<file path="config.mk">
export PLATFORM = sky130hd
export DESIGN_NAME = mc_cpu_core_flat
export DESIGN_NICKNAME = d
export VERILOG_FILES = /design/src/rtl/mc_cpu_core_if.sv /design/src/rtl/mc_cpu_core.sv /design/src/flat_wrapper.sv
export SDC_FILE = /design/constraint.sdc
export NUM_CORES = 1
export LEC_CHECK = 0
export CAP_MARGIN = 5
export CORE_MARGIN = 2
export CORE_UTILIZATION = 44
export DETAILED_ROUTE_END_ITERATION = 10
export SLEW_MARGIN = 25
export SYNTH_ARGS = -nofsm -noshare
export SYNTH_HDL_FRONTEND = slang
export SYNTH_SLANG_ARGS = --single-unit
</file>
<file path="constraint.sdc">
create_clock -name clk -period 4.6 [get_ports clk]
set_clock_uncertainty 0.2 [all_clocks]
set_input_delay 1.38 -clock clk [delete_from_list [all_inputs] [get_ports clk]]
set_output_delay 1.38 -clock clk [all_outputs]
set_load 0.03 [all_outputs]
</file>
<file path="src/rtl/mc_cpu_core_if.sv">
// Bus interface for mc_cpu_core: instruction fetch and data memory req/ack channels.
// The core drives the master side; the memory system drives the slave side.
interface mc_cpu_core_if #(
  parameter int DATA_W = 16,
  parameter int PC_W   = 12
);
  logic [PC_W-1:0]   imem_addr;
  logic              imem_req;
  logic [15:0]       imem_rdata;
  logic              imem_ack;
  logic [DATA_W-1:0] dmem_addr;
  logic [DATA_W-1:0] dmem_wdata;
  logic              dmem_we;
  logic              dmem_req;
  logic [DATA_W-1:0] dmem_rdata;
  logic              dmem_ack;

  modport master (
    output imem_addr, imem_req,
    input  imem_rdata, imem_ack,
    output dmem_addr, dmem_wdata, dmem_we, dmem_req,
    input  dmem_rdata, dmem_ack
  );

  modport slave (
    input  imem_addr, imem_req,
    output imem_rdata, imem_ack,
    input  dmem_addr, dmem_wdata, dmem_we, dmem_req,
    output dmem_rdata, dmem_ack
  );
endinterface

</file>
<file path="src/rtl/mc_cpu_core.sv">
// Multi-cycle CPU core: FETCH/DECODE/EXEC/MEM/WB/HALT sequencer with req/ack memory buses.
// Optional macro MC_CPU_MUL_EN enables the MUL opcode (10); otherwise it executes as NOP.
module mc_cpu_core #(
  parameter int DATA_W  = 16,
  parameter int REG_CNT = 16,
  parameter int PC_W    = 12
) (
  input  logic              clk,
  input  logic              reset,
  input  logic              enable,
  mc_cpu_core_if.master     bus,
  output logic [DATA_W-1:0] DataOut,
  output logic              retire,
  output logic              halted
);

  typedef enum logic [2:0] {
    S_FETCH,
    S_DECODE,
    S_EXEC,
    S_MEM,
    S_WB,
    S_HALT
  } state_t;

  localparam logic [3:0] OP_ADD  = 4'd1;
  localparam logic [3:0] OP_SUB  = 4'd2;
  localparam logic [3:0] OP_AND  = 4'd3;
  localparam logic [3:0] OP_OR   = 4'd4;
  localparam logic [3:0] OP_ADDI = 4'd5;
  localparam logic [3:0] OP_LD   = 4'd6;
  localparam logic [3:0] OP_ST   = 4'd7;
  localparam logic [3:0] OP_BEQ  = 4'd8;
  localparam logic [3:0] OP_JMP  = 4'd9;
  localparam logic [3:0] OP_MUL  = 4'd10;
  localparam logic [3:0] OP_HALT = 4'd15;

  state_t            r_state;
  state_t            w_state_next;
  logic [PC_W-1:0]   r_pc;
  logic [15:0]       r_instr;
  logic [DATA_W-1:0] r_a;       // rs value
  logic [DATA_W-1:0] r_b;       // rt value
  logic [DATA_W-1:0] r_d;       // rd value (store data / BEQ operand)
  logic [DATA_W-1:0] r_result;
  logic [DATA_W-1:0] r_addr;
  logic [DATA_W-1:0] r_wdata;
  logic [DATA_W-1:0] r_dataout;
  logic              r_imem_req;
  logic              r_dmem_req;
  logic              r_dmem_we;
  logic              r_retire;
  logic              r_halted;

  logic [3:0]        w_op;
  logic [3:0]        w_rd;
  logic [3:0]        w_rs;
  logic [3:0]        w_rt;
  logic [DATA_W-1:0] w_imm;
  logic [DATA_W-1:0] w_alu;
  logic [DATA_W-1:0] w_ea;
  logic              w_is_alu;
  logic [PC_W-1:0]   w_pc_inc;
  logic [PC_W-1:0]   w_pc_br;
  logic [PC_W-1:0]   w_pc_jmp;
  logic [PC_W-1:0]   w_pc_next;
  logic              w_retire_next;
  logic              w_imem_acc;
  logic              w_dmem_acc;
  logic [DATA_W-1:0] w_rf [16];

  assign w_op  = r_instr[15:12];
  assign w_rd  = r_instr[11:8];
  assign w_rs  = r_instr[7:4];
  assign w_rt  = r_instr[3:0];
  assign w_imm = DATA_W'($signed(w_rt));
  assign w_ea  = r_a + w_imm;

  // A request only counts as accepted when it is actually outstanding.
  assign w_imem_acc = r_imem_req && bus.imem_ack;
  assign w_dmem_acc = r_dmem_req && bus.dmem_ack;

  // Register file: slots outside REG_CNT and r0 are hard-wired to zero.
  for (genvar gi = 0; gi < 16; gi++) begin : g_rf
    if (gi > 0 && gi < REG_CNT) begin : g_reg
      logic [DATA_W-1:0] r_q;
      always_ff @(posedge clk or negedge reset) begin
        if (!reset) begin
          r_q <= '0;
        end else if (enable && r_state == S_WB && w_rd == 4'(gi)) begin
          r_q <= r_result;
        end
      end
      assign w_rf[gi] = r_q;
    end else begin : g_zero
      assign w_rf[gi] = '0;
    end
  end

`ifdef MC_CPU_MUL_EN
  logic [DATA_W-1:0] w_mul;
  assign w_mul    = r_a * r_b;
  assign w_is_alu = (w_op >= OP_ADD && w_op <= OP_ADDI) || (w_op == OP_MUL);
`else
  assign w_is_alu = (w_op >= OP_ADD && w_op <= OP_ADDI);
`endif

  always_comb begin
    w_alu = '0;
    case (w_op)
      OP_ADD:  w_alu = r_a + r_b;
      OP_SUB:  w_alu = r_a - r_b;
      OP_AND:  w_alu = r_a & r_b;
      OP_OR:   w_alu = r_a | r_b;
      OP_ADDI: w_alu = r_a + w_imm;
`ifdef MC_CPU_MUL_EN
      OP_MUL:  w_alu = w_mul;
`endif
      default: w_alu = '0;
    endcase
  end

  assign w_pc_inc = r_pc + PC_W'(1);
  assign w_pc_br  = w_pc_inc + PC_W'($signed(w_rt));
  assign w_pc_jmp = PC_W'(r_instr[11:0]);

  always_comb begin
    w_pc_next = w_pc_inc;
    case (w_op)
      OP_BEQ:  w_pc_next = (r_d == r_a) ? w_pc_br : w_pc_inc;
      OP_JMP:  w_pc_next = w_pc_jmp;
      OP_HALT: w_pc_next = r_pc;
      default: w_pc_next = w_pc_inc;
    endcase
  end

  always_comb begin
    w_state_next  = r_state;
    w_retire_next = 1'b0;
    case (r_state)
      S_FETCH:  if (w_imem_acc) w_state_next = S_DECODE;
      S_DECODE: w_state_next = S_EXEC;
      S_EXEC: begin
        if (w_op == OP_HALT) begin
          w_state_next  = S_HALT;
          w_retire_next = 1'b1;
        end else if (w_is_alu) begin
          w_state_next = S_WB;
        end else if (w_op == OP_LD || w_op == OP_ST) begin
          w_state_next = S_MEM;
        end else begin
          w_state_next  = S_FETCH;
          w_retire_next = 1'b1;
        end
      end
      S_MEM: begin
        if (w_dmem_acc) begin
          if (w_op == OP_ST) begin
            w_state_next  = S_FETCH;
            w_retire_next = 1'b1;
          end else begin
            w_state_next = S_WB;
          end
        end
      end
      S_WB: begin
        w_state_next  = S_FETCH;
        w_retire_next = 1'b1;
      end
      S_HALT:  w_state_next = S_HALT;
      default: w_state_next = S_FETCH;
    endcase
  end

  // Bus and status outputs are registered from the next state, so they are
  // all low during reset and drop the cycle after a handshake completes.
  always_ff @(posedge clk or negedge reset) begin
    if (!reset) begin
      r_state    <= S_FETCH;
      r_imem_req <= 1'b0;
      r_dmem_req <= 1'b0;
      r_dmem_we  <= 1'b0;
      r_retire   <= 1'b0;
      r_halted   <= 1'b0;
    end else if (enable) begin
      r_state    <= w_state_next;
      r_imem_req <= (w_state_next == S_FETCH);
      r_dmem_req <= (w_state_next == S_MEM);
      r_dmem_we  <= (w_state_next == S_MEM) && (w_op == OP_ST);
      r_retire   <= w_retire_next;
      r_halted   <= (w_state_next == S_HALT);
    end
  end

  always_ff @(posedge clk or negedge reset) begin
    if (!reset) begin
      r_pc      <= '0;
      r_instr   <= '0;
      r_a       <= '0;
      r_b       <= '0;
      r_d       <= '0;
      r_result  <= '0;
      r_addr    <= '0;
      r_wdata   <= '0;
      r_dataout <= '0;
    end else if (enable) begin
      case (r_state)
        S_FETCH: begin
          if (w_imem_acc) r_instr <= bus.imem_rdata;
        end
        S_DECODE: begin
          r_a <= w_rf[w_rs];
          r_b <= w_rf[w_rt];
          r_d <= w_rf[w_rd];
        end
        S_EXEC: begin
          r_result <= w_alu;
          r_addr   <= w_ea;
          r_wdata  <= r_d;
          r_pc     <= w_pc_next;
        end
        S_MEM: begin
          if (w_dmem_acc && w_op == OP_LD) r_result <= bus.dmem_rdata;
        end
        S_WB: begin
          r_dataout <= r_result;
        end
        default: begin
        end
      endcase
    end
  end

  assign bus.imem_addr  = r_pc;
  assign bus.imem_req   = r_imem_req;
  assign bus.dmem_addr  = r_addr;
  assign bus.dmem_wdata = r_wdata;
  assign bus.dmem_we    = r_dmem_we;
  assign bus.dmem_req   = r_dmem_req;
  assign DataOut        = r_dataout;
  assign retire         = r_retire;
  assign halted         = r_halted;

endmodule

</file>
<file path="src/flat_wrapper.sv">
// flat-port wrapper written by rule: the top's interface ports become plain ports
module mc_cpu_core_flat 
#(
  parameter int DATA_W  = 16,
  parameter int REG_CNT = 16,
  parameter int PC_W    = 12
)
  (clk, reset, enable, DataOut, retire, halted, bus_imem_addr, bus_imem_req, bus_imem_rdata, bus_imem_ack, bus_dmem_addr, bus_dmem_wdata, bus_dmem_we, bus_dmem_req, bus_dmem_rdata, bus_dmem_ack);
  mc_cpu_core_if #(.DATA_W(DATA_W), .PC_W(PC_W)) bus_i ();
  input  logic clk;
  input  logic reset;
  input  logic enable;
  output logic [DATA_W-1:0] DataOut;
  output logic retire;
  output logic halted;
  output wire logic [$bits(bus_i.imem_addr)-1:0] bus_imem_addr;
  output wire logic [$bits(bus_i.imem_req)-1:0] bus_imem_req;
  input wire logic [$bits(bus_i.imem_rdata)-1:0] bus_imem_rdata;
  input wire logic [$bits(bus_i.imem_ack)-1:0] bus_imem_ack;
  output wire logic [$bits(bus_i.dmem_addr)-1:0] bus_dmem_addr;
  output wire logic [$bits(bus_i.dmem_wdata)-1:0] bus_dmem_wdata;
  output wire logic [$bits(bus_i.dmem_we)-1:0] bus_dmem_we;
  output wire logic [$bits(bus_i.dmem_req)-1:0] bus_dmem_req;
  input wire logic [$bits(bus_i.dmem_rdata)-1:0] bus_dmem_rdata;
  input wire logic [$bits(bus_i.dmem_ack)-1:0] bus_dmem_ack;
  assign bus_imem_addr = bus_i.imem_addr;
  assign bus_imem_req = bus_i.imem_req;
  assign bus_i.imem_rdata = bus_imem_rdata;
  assign bus_i.imem_ack = bus_imem_ack;
  assign bus_dmem_addr = bus_i.dmem_addr;
  assign bus_dmem_wdata = bus_i.dmem_wdata;
  assign bus_dmem_we = bus_i.dmem_we;
  assign bus_dmem_req = bus_i.dmem_req;
  assign bus_i.dmem_rdata = bus_dmem_rdata;
  assign bus_i.dmem_ack = bus_dmem_ack;
  mc_cpu_core #(.DATA_W(DATA_W), .REG_CNT(REG_CNT), .PC_W(PC_W)) u_core (.clk(clk), .reset(reset), .enable(enable), .bus(bus_i), .DataOut(DataOut), .retire(retire), .halted(halted));
endmodule
</file>
== Word-level counts from Yosys, hierarchy flattened ==
Index checks and enable logic that the tools add are counted.
Cells by class
  add/sub/neg operators: 5
  magnitude comparators: 5
  equality and inequality tests: 34
  muxes and demuxes: 27
  bitwise logic cells: 6
  reduce and logical (&&, ||, !) cells: 31
Operator list (count)
  binary-select mux 16 bit (select 4 bit): 3
  2-to-1 mux 16 bit: 7
  one-hot mux 16 bit (5 select lines): 1
  == test 4 bit, second input constant: 11
  one-hot mux 12 bit (3 select lines): 1
  adder 16 bit: 2
  == test 4 x 3 -> 1 bit, second input constant: 8
  one-hot mux 16 bit (2 select lines): 1
  logical AND 1 bit: 21
  AND 16 bit: 1
  == test 16 bit: 1
  == test 4 x 2 -> 1 bit, second input constant: 4
  OR 16 bit: 1
  subtractor 16 bit: 1
  greater-or-equal comparator 5 bit, second input constant: 3
  2-to-1 mux 3 bit: 5
  inverter 4 -> 5 bit: 3
  one-hot mux 3 bit (5 select lines): 1
  adder 12 x 1 -> 12 bit, second input constant: 1
  adder 12 bit: 1
  2-to-1 mux 12 bit: 1
  == test 3 x 2 -> 1 bit, second input constant: 3
  == test 3 bit, second input constant: 3
  AND reduction 3 bit: 3
  13 further kinds: 21
Word-level totals
  bits in registers: 388
  input bits: 37
  output and inout bits: 65
  word-level logic and storage cells: 138

== Longest topological paths before layout ==
  depth after elaboration: 8
  depth in mapped cells: 15
  gate-level depth less buffers: 14

== Worst setup path before layout ==
OpenSTA, ideal clock, no wires.
  kind: register -> register
  start point: register u_core.r_instr[12]
  end point: register u_core.r_result[15]
  setup time: 0.134 ns
  arrival time: 3.156 ns
  required time: 4.266 ns
  slack: 1.110 ns
  stages on the path, launching flop included: 15
  buffers on the path: 1
  period minus slack after synthesis: 3.490 ns
  cells stage by stage: dfrtp_1 -> buf_2 -> nand2b_1 -> nor3_1 -> a21oi_1 -> xnor2_1 -> ha_1 -> o21a_1 -> o21ai_0 -> a311o_1 -> nand4_1 -> and2_1 -> or4_1 -> a31oi_1 -> o31ai_1
On the way
  word-level cells in the longest chain between the ends: 4
  elaborated cells on any way between the ends: 11
  those cells by class: 7 x eq/ne; 2 x mux; 2 x reduce/logical
RTL lines
  start, declared: line mc_cpu_core.sv:41  | logic [15:0] r_instr;
  start signal, assigned: line mc_cpu_core.sv:209  | if (w_imem_acc) r_instr <= bus.imem_rdata;
  branches (longest 4 deep; another with one-hot mux 16 bit (5 select lines))
  end signal, assigned: line mc_cpu_core.sv:217  | r_result <= w_alu;
  end signal, assigned: line mc_cpu_core.sv:223  | if (w_dmem_acc && w_op == OP_LD) r_result <= bus.dmem_rdata;
  end, declared: line mc_cpu_core.sv:45  | logic [DATA_W-1:0] r_result;
Parallel ways; which one is timed is not known.
A chain may end at the register's enable or synchronous reset.

== Final worst setup path ==
  start point: register u_core.r_instr[15]
  end point: register u_core.r_result[15]
Same word-level chain as after synthesis.

==> summary.txt <==
Routing
  • DRC: 0
  • Vias: ~17000
  • Final WL: between 70000 and 80000 um
  • Vias per cell: 6.35
  • DRT iter0 DRCs: 1496
  • DR WL/cell: 27.7 um
  • DR pass1 iterations: 6
  • Post-route ant nets: 0

CTS
  • Bufs on Longest Clock Path: 3
  • Clk slew on worst S/H paths: ~60 ps
  • Setup bufs post-CTS: 0
  • CTS tree: done
  • Hold buffer count at cts: 0
  • H-tree Lvls: 2
  • Clk sink count: 388
  • Latest clock arrival within the worst-skew pair: 600 ps
  • Post-CTS sizing: 0
  • Root Buffer: clkbuf_16
  • Num CTS Buffers: 45

STA
  • Worst-Margin Slew: 1090 ps
  • Worst setup margin: 555 ps
  • Unrepaired setup endpoints after global routing: false
  • Worst slew margin: a little over a quarter
  • Max Slew Vio Count: 0
  • Hold Vio Cnt, Final: 0
  • Hold_ws: 276 ps
  • Crit share post-route: 87.9%
  • Fmax: 0.247 GHz
  • TNS Setup: 0 ps
  • Final setup fails: 0
  • Tmin final: ~4000 ps

Worst hold path
  • Min-delay src: u_core.bus.dmem_addr[6]
  • Hold Path Depth: 2
  • Min-Delay Endpoint: u_core.bus.dmem_addr[6]
  • Hold Crit Class: register to register

Power and ir drop
  • Clock power frac: 22.1%
  • Worst ir drop on vdd: 0.000363 V
  • Sw power: between 0.007 and 0.008 W
  • Internal power consumption: 0.0103 W
  • Logic pwr share: 46.8%
  • PD cells: 660 nW/um2
  • Sw Ratio: 43.0%
  • Share of power burned in registers: 31.1%
  • Leakage: 12.1 nW

Setup path
  • WS Path Type: register to register
  • Critical Path Source: u_core.r_instr[15]
  • CP arrival: 4300 ps
  • Kind of end point of the critical path: register
  • Crit path max fanout: 13
  • R2R Path Start: u_core.r_instr[15]
  • Worst R2R Path Depth: 13
  • Worst R2R Setup Slack: 550 ps
  • CP Launch Type: register
  • Reg2Reg Capture Point: u_core.r_result[15]
  • Required time worst endpoint: around 4900 ps

Global route
  • GRT Total Usage: 26.7%
  • Grt ovf: 0
  • Number of global-route vias before repair: 17200
  • Largest net degree at the start of global routing: 85
  • Antenna violations before repair: 2
  • First-pass GRT wire length: 112000 um

Floorplanning
  • Ports: 102
  • Core area: 53500 um2
  • Initial Util: roughly 44%
  • DIE WIDTH: 236 um
  • # rows: 85
  • DIE AREA: 55800 um2
  • Die Y: 236 um

Final layout
  • Filler cell count: 4524
  • Synth-to-Final Area Change: 15.2%
  • NumNets Final: 2005
  • Core Util, Final: roughly half
  • Layout cells sized above 1: 37.1%

Placed design
  • RePlAce Congestion: around 0.9
  • Number of I/O port buffers: a little over 100
  • Dpl hpwl: 50900 um
  • Setup Slack @ Placement: 506 ps

Synthesis
  • Post-synth EDFFs: 0
  • Mapped Area: ~24000 um2
  • Async SR Flop Fraction: 100%
  • Most used DFF post-synth: dfrtp_1
  • Net Count, Synth: 1931
  • Yosys reg bits: roughly 390
  • Mapped Cells: 1846
  • Post-synthesis sequential area ratio: ~41%
  • Mean Syn Cell Area: 12.8 um2
  • Synth warn: 0
  • Post-synthesis cell type count: 72

Status
  • Outcome: finished clean

Run
  • Maxcap violations: 0
-- critical path: stages (launching register included) --
cell and delay, ps:
dfrtp_1 540, nor2_1 230, nand2_1 290, o21ai_0 420
inv_1 100, ha_1 280, nor2b_1 150, o31ai_2 310
a311o_1 300, nand4_1 130, and2_1 210, or4_1 470
a31oi_1 170, o31ai_1 90
-- synth_stat cells (4+ instances only) --
master	count	area share, %
o221ai_1	7	0.26
buf_1	9	0.14
xor2_1	36	1.3
o31ai_1	7	0.22
nor2b_1	17	0.45
ha_1	45	2.4
a31oi_1	11	0.29
nand2b_1	11	0.29
and3_1	8	0.21
a221oi_1	4	0.15
a21oi_1	73	1.5
xnor2_1	34	1.3
buf_2	53	1.1
a22o_1	17	0.63
o21a_1	6	0.19
and2_1	5	0.13
o21ai_1	4	0.084
mux2i_1	35	1.5
o21ai_0	86	1.8
nand4_1	9	0.24
nor4_1	7	0.18
mux2_2	353	17
a222oi_1	11	0.46
nand3_1	20	0.42
o211ai_1	4	0.13
inv_1	30	0.47
dfrtp_1	388	41
mux4_2	192	18
a21o_1	15	0.47
nor3_1	17	0.36
nand2_1	111	1.8
clkbuf_1	78	1.2
nor3_2	5	0.21
a22oi_1	15	0.47
nor2_1	52	0.82
a211oi_1	7	0.22
-- through the flow --
step / cell area (um2) / std cells / total power, W
after floorplan: 23700 / 1846 / 0.0111
after global placement: 25600 / 2569 / 0.0139
after detailed placement: 25600 / 2569 / 0.0140
after CTS: 27300 / 2652 / 0.0181
after global routing: 27300 / 2652 / 0.0190
final: 27300 / 2653 / 0.0180
-- metal layers --
layer	routed length (um)	vias to the layer above	track usage [%]	share of wire, %
li1	-	7276	-	-
met1	31200	8775	37.2	42
met2	35200	658	43.2	48
met3	4880	135	4.06	6.6
met4	2240	0	8.73	3.0
met5	0	-	0	0
-- worst max path at each step --
| stage | to | slack (ps) |
|---|---|---|
| 3_3_place_gp | u_core.g_rf[10].g_reg.r_q[15] | 560 |
| 6_report | u_core.r_result[15] | 550 |
| 2_1_floorplan | u_core.r_result[15] | 1110 |
| 3_5_place_dp | u_core.g_rf[10].g_reg.r_q[1] | 510 |
| 5_1_grt | u_core.r_result[15] | 360 |
| 4_1_cts | u_core.r_result[15] | 660 |
-- area by class of cell --
| type | count | area, um2 | share of cell area, % |
|---|---|---|---|
| Antenna cell | 1 | 2.50 | 0.00916 |
| Clock buffer | 58 | 1270 | 4.64 |
| Clock inverter | 25 | 393 | 1.44 |
| Inverter | 30 | 113 | 0.412 |
| Multi-Input combinational cell | 1283 | 13300 | 48.7 |
| Sequential cell | 388 | 9730 | 35.6 |
| Tap cell | 696 | 871 | 3.19 |
| Timing Repair Buffer | 172 | 1650 | 6.04 |
-- cell families (layout without fill, tap and decap cells) --
family | after synthesis | after routing | share of synthesized area, %
mux | 581 | 581 | 36.5
buf+inv | 175 | 285 | 3.16
other cells | 0 | 1 | 0
fa+ha+maj | 48 | 48 | 2.63
simple gates | 276 | 276 | 5.55
flops | 388 | 388 | 40.9
compound gates | 308 | 308 | 8.59
xor+xnor | 70 | 70 | 2.59
-- layout by cell type (no fill, tap or decap), types with 6 or more instances in the layout --
master and instances:
o21ai_0 86, nand4_1 9, mux2_2 353, o21a_1 6, xor2_1 36, ha_1 45
a222oi_1 11, buf_4 63, nor4_1 7, nand2_1 110, clkinv_2 10, a211oi_1 7
a31oi_1 11, clkdlybuf4s50_1 100, nor2_1 51, xnor2_1 34, o31ai_1 7, a21o_1 15
nor2b_1 15, a22o_1 17, inv_1 30, dfrtp_1 381, o221ai_1 7, clkbuf_16 46
nand2b_1 11, bufinv_16 9, a22oi_1 15, nand3_1 20, nor3_1 15, clkbuf_8 7
buf_12 8, mux2i_1 35, mux4_2 192, a21oi_1 73, and3_1 7
-- power by group through the flow --
stage / clock (W) / sequential, W / combinational, W
3_5_place_dp: 0 / 0.00564 / 0.00836
3_3_place_gp: 0 / 0.00560 / 0.00828
4_1_cts: 0.00408 / 0.00559 / 0.00840
2_1_floorplan: 0 / 0.00496 / 0.00610
5_1_grt: 0.00421 / 0.00573 / 0.00906
6_report: 0.00399 / 0.00560 / 0.00844
-- flip-flops by register name, summed over array words and instances (netlist names) --
name	flops
u_core.DataOut	16
u_core.bus.dmem_addr	16
u_core.bus.dmem_req	1
u_core.bus.dmem_wdata	16
u_core.bus.dmem_we	1
u_core.bus.imem_addr	12
u_core.bus.imem_req	1
u_core.g_rf.g_reg.r_q	240
u_core.halted	1
u_core.r_a	16
u_core.r_b	16
u_core.r_d	16
u_core.r_instr	16
u_core.r_result	16
u_core.r_state	3
u_core.retire	1
(Power assumes the default switching activity.)
